===== src/rtl/slice_config_loader_pkg.sv =====
// Shared types and sizing helpers for the CLB slice config loaders.
// Frame geometry is derived from the slice LUT input base and LUT count.
package clb_cfg_pkg;

  typedef enum logic [1:0] {
    IDLE,
    SHIFT,
    COMMIT,
    DONE
  } cfg_state_t;

  function automatic int frame_bits(
    input int s_xx_base,
    input int num_luts
  );
    return num_luts * 2 * ((1 << s_xx_base) + 1) + 1;
  endfunction

  function automatic int cnt_w(
    input int s_xx_base,
    input int num_luts
  );
    return $clog2(frame_bits(s_xx_base, num_luts) + 1);
  endfunction

endpackage


===== src/rtl/slice_config_loader_cfg_shift_reg.sv =====
// Left-shifting serial-in register with shift enable and sync clear.
// Shared by the slice and routing configuration loaders.
module cfg_shift_reg #(
  parameter int WIDTH = 8
) (
  input  logic             clk_i,
  input  logic             clr_i,
  input  logic             shift_en_i,
  input  logic             bit_i,
  output logic [WIDTH-1:0] data_o
);

  logic [WIDTH-1:0] data_q;
  logic [WIDTH-1:0] data_d;

  always_comb begin
    data_d = data_q;
    if (clr_i) begin
      data_d = '0;
    end else if (shift_en_i) begin
      data_d = {data_q[WIDTH-2:0], bit_i};
    end
  end

  always_ff @(posedge clk_i) begin
    data_q <= data_d;
  end

  assign data_o = data_q;

endmodule


===== src/rtl/slice_config_loader.sv =====
// Serial frame loader feeding one logic slice's LUT and carry config.
// The whole frame is presented at once with a one-cycle config_en strobe.
module slice_config_loader
  import clb_cfg_pkg::*;
#(
  parameter int S_XX_BASE = 4,
  parameter int CFG_SIZE = 2**S_XX_BASE + 1,
  parameter int NUM_LUTS = 4,
  localparam int FRAME_BITS = frame_bits(S_XX_BASE, NUM_LUTS),
  localparam int CNT_W = cnt_w(S_XX_BASE, NUM_LUTS)
) (
  input  logic config_clk,
  input  logic config_rst,
  input  logic cfg_start,
  input  logic cfg_bit,
  input  logic cfg_valid,
  output logic cfg_ready,
  output logic [NUM_LUTS-1:0][2*CFG_SIZE-1:0] luts_config_out,
  output logic config_use_cc,
  output logic config_en,
  output logic cfg_busy,
  output logic cfg_done,
  output logic [CNT_W-1:0] bits_loaded
);

  localparam int LUT_W = 2 * CFG_SIZE;
  localparam logic [CNT_W-1:0] LAST_CNT =
    CNT_W'(FRAME_BITS - 1);

  cfg_state_t state_q;
  cfg_state_t state_d;
  logic [CNT_W-1:0] cnt_q;
  logic [CNT_W-1:0] cnt_d;
  logic accept;
  logic [FRAME_BITS-1:0] sr;

  // A start in SHIFT aborts, so a bit offered alongside it is dropped.
  assign accept = (state_q == SHIFT) && cfg_valid && !cfg_start;

  always_ff @(posedge config_clk) begin
    if (config_rst) begin
      state_q <= IDLE;
      cnt_q   <= '0;
    end else begin
      state_q <= state_d;
      cnt_q   <= cnt_d;
    end
  end

  always_comb begin
    state_d = state_q;
    cnt_d   = cnt_q;
    unique case (state_q)
      IDLE, DONE: begin
        if (cfg_start) begin
          state_d = SHIFT;
          cnt_d   = '0;
        end
      end
      SHIFT: begin
        if (cfg_start) begin
          cnt_d = '0;
        end else if (accept) begin
          cnt_d = cnt_q + 1'b1;
          if (cnt_q == LAST_CNT) begin
            state_d = COMMIT;
          end
        end
      end
      COMMIT: state_d = DONE;
      default: state_d = IDLE;
    endcase
  end

  always_comb begin
    cfg_ready = 1'b0;
    cfg_busy  = 1'b0;
    config_en = 1'b0;
    cfg_done  = 1'b0;
    unique case (state_q)
      SHIFT: begin
        cfg_ready = 1'b1;
        cfg_busy  = 1'b1;
      end
      COMMIT: begin
        config_en = 1'b1;
        cfg_busy  = 1'b1;
      end
      DONE: cfg_done = 1'b1;
      default: ;
    endcase
  end

  cfg_shift_reg #(
    .WIDTH(FRAME_BITS)
  ) u_sr (
    .clk_i     (config_clk),
    .clr_i     (config_rst),
    .shift_en_i(accept),
    .bit_i     (cfg_bit),
    .data_o    (sr)
  );

  assign bits_loaded   = cnt_q;
  assign config_use_cc = sr[FRAME_BITS-1];

  for (genvar i = 0; i < NUM_LUTS; i++) begin : g_lut
    assign luts_config_out[i] = sr[i*LUT_W +: LUT_W];
  end

endmodule


===== config.mk =====
export PLATFORM = sky130hd
export DESIGN_NAME = slice_config_loader
export DESIGN_NICKNAME = d
export VERILOG_FILES = /design/src/rtl/slice_config_loader_pkg.sv /design/src/rtl/slice_config_loader_cfg_shift_reg.sv /design/src/rtl/slice_config_loader.sv
export SDC_FILE = /design/constraint.sdc
export NUM_CORES = 1
export LEC_CHECK = 0
export ABC_AREA = 1
export BUFFER_PORTS_ARGS = -buffer_cell sky130_fd_sc_hd__buf_4
export CAP_MARGIN = 20
export CORE_ASPECT_RATIO = 1.25
export CORE_MARGIN = 2
export CORE_UTILIZATION = 40
export CTS_CLUSTER_SIZE = 24
export DETAILED_ROUTE_END_ITERATION = 12
export SYNTH_ARGS = -nofsm -noshare
export SYNTH_HDL_FRONTEND = slang
export SYNTH_HIERARCHICAL = 1
export SYNTH_SLANG_ARGS = --single-unit
export TNS_END_PERCENT = 10

===== constraint.sdc =====
create_clock -name config_clk -period 4.15 [get_ports config_clk]
set_input_delay 0.2075 -clock config_clk [delete_from_list [all_inputs] [get_ports config_clk]]
set_output_delay 0.2075 -clock config_clk [all_outputs]
set_load 0.005 [all_outputs]

==> impl_metrics.yaml <==
outcome:
  status: "complete, no violations"
sta:
  drv_slew: 0
  hold_viol_final: 0
  fin_skew_ps: 5.247
  fmaxAchievable_mhz: 435.7
  tightest_slew_ps: 1170
  fin_crit_sh: 0.5531
  setup_viol: 0
  period_minus_slack_ps: 2295
  setup-tns-final_ps: 0
  relSlewSlack: 0.2201
  rsz0062_at_grt: "no"
yosys:
  ys_seq_area_frac: 0.4661
  syn_area_per_cell_um2: 6.489
  yosys.area_share.xor_xnor: 0.001387
  syn_inst: 973
  ys_warn_count: 6
  muxShareOfSynthArea: 0
  synth_nets: 984
  async_reset_ff_frac: 0
  synthTopCellsByCount: "nand2_1, nor2_1, inv_1, dfxtp_1, buf_2"
  yosysTopAreaCell: "dfxtp_1"
  synthAdderAreaFrac: 0.01189
  synth_top_family_by_area: "simple AND/OR/NAND/NOR gates"
  synthTopCellsByArea: "dfxtp_1, nand2_1, nor2_1"
  syn_area_um2: 6314
  synth_edf_count: 0
  yosysMostFrequentCell: "nand2_1"
  synth-compound-area-share: 0.01982
  netlist.area_leader.share: 0.4661
  yosysUniqueCellTypes: 25
  synth_simple_gate_area_frac: 0.3648
  synth_seq_cells: 147
  synth-main-ff-cell: "dfxtp_1"
clock_network:
  cts_buffers: 17
  cts_root_buf: "clkbuf_16"
  postCtsSetupBuffers: 0
  htree_levels: 4
  cts-resized-gates: 0
  cts_tree: "built"
  cts.sinks: 147
  clk_latency_ps: 410
  cts_hold_buf: 0
  clkTransAtPathRegs_ps: 60
  clock_path_buffers: 2
die:
  start_util: 0.4072
  core_um2: 15510
  die_y_um: 144.5
  rows: 51
  die_x_um: 116.4
  die-area_um2: 16810
  ios: 154
place:
  hpwl_um: 8695
  routabilityCongestion: 0.7539
  dp_cells: 1294
  port-buffer-count: 153
drt:
  vias: 5502
  wirelength_um: 13560
  drtPass1Iterations: 4
  drt-initial-drc-count: 340
  drc: 0
  routedWlPerCell_um: 10.24
  detail_route.vias_per_cell: 4.156
  ant_nets: 0
critical_path:
  crit_type: "reg -> reg"
  cp_slowest_stage_delay_ps: 660
  worstPathRequired_ps: 4450
  crit_chain: "ha_1, nand2_2, nor2_4, buf_12, nand2_1, nand2_1, nor2_1"
  reg2reg_slack_ps: 1850
  cp.arrival_ps: 2600
  cp-end-kind: "register"
  worst_path_most_repeated_cell: "nand2_1"
  cp-start-kind: "register"
  critPathBufInv: 1
  path_delay_family: "buffers and inverters"
  rr_worst_depth: 7
  critical_path.max_fanout: 274
  critPathSlowestCell: "buf_12"
  path_depth: 7
power:
  power_density_nw_per_um2: 545.6
  peakVddDrop_v: 0.0003085
  leakage_uw: 0.003622
global_routing:
  grt-ovfl-total: 0
  grt_pass1_vias: 4721
  antenna_found_initial: 0
  grt_usage: 0.1614
  grt_pass1_wl_um: 21650
  grt_max_degree: 275
layout:
  n_antenna_cell: 0
  area_growth_syn_to_layout_pct: 27.96
  finalNetCount: 1112
  final_layout_size_suffix_gt1_frac: 0.1826
  finalNonFillerCells: 1324
flow_run:
  drv_cap: 0
hold_path:
  holdPathStages: 2
  hold_path.class: "in -> reg"
[final timing paths]
check,endpoint,start
worst max register to register,u_sr/data_o[50]$_SDFFE_PP0P_,state_q[0]$_SDFFE_PP0P_
worst min-delay path,bits_loaded[6]$_SDFFE_PP0P_,config_rst
worst max-delay path,u_sr/data_o[50]$_SDFFE_PP0P_,state_q[0]$_SDFFE_PP0P_
worst min register to register,u_sr/data_o[136]$_SDFFE_PP0P_,u_sr/data_o[136]$_SDFFE_PP0P_
[power breakdown]
group          switching, uW  leakage, uW  internal [uW]
clock                    551     0.000287            986
combinational            581      0.00214            518
sequential               160      0.00119           1610
[area by class of cell]
cell class / count / area, um2
clock buffer: 25 / 485.5
clock inverter: 5 / 100.1
fill: 1567 / 7427
inverter: 155 / 584.3
multi-input combinational: 624 / 2517
sequential: 147 / 2943
tap: 212 / 265.3
timing repair buffer: 156 / 1184
[placed cells by master, fill, tap and decap left out, types with 5 or more instances in the layout]
cell,Yosys,final
a21oi_2,6,6
buf_4,11,155
clkbuf_1,0,5
clkbuf_16,0,17
dfxtp_1,147,147
ha_1,6,6
inv_1,151,150
nand2_1,299,299
nand3_1,5,5
nor2_1,283,283
[logic make-up after synthesis]
logic type               count (synthesis)
AND/OR/NAND/NOR                        600
buffers and inverters                  202
flip-flops                             147
AO/OA/AOI/OAI                           17
adder cells (fa/ha/maj)                  6
XOR/XNOR                                 1
[sequential cells by signal (all words and copies together) (netlist names)]
signal / flops
u_sr/data_o: 137
bits_loaded: 8
state_q: 2
[routing by layer]
metal,global-route usage,vias up,share of wire
li1,-,3032,-
met1,0.2027,2334,0.47
met2,0.2488,119,0.44
met3,0.06245,17,0.066
met4,0.06266,0,0.017
met5,0,-,0
[metrics by stage]
| step | area [um2] | utilization | hold WS, ps | total power, uW | setup WS, ps |
|---|---|---|---|---|---|
| after floorplan | 6314 | - | 395.7 | 2504 | 2625 |
| after global placement | 7493 | 0.4833 | 460.3 | 2898 | 2046 |
| after detailed placement | 7493 | 0.4833 | 475.2 | 2911 | 1995 |
| after CTS | 8079 | 0.5210 | 54.76 | 4466 | 1970 |
| after global routing | 8079 | 0.5210 | 68.87 | 4712 | 1699 |
| final | 8079 | 0.5210 | 70.40 | 4408 | 1855 |
Power figures use the tool's default switching activity.
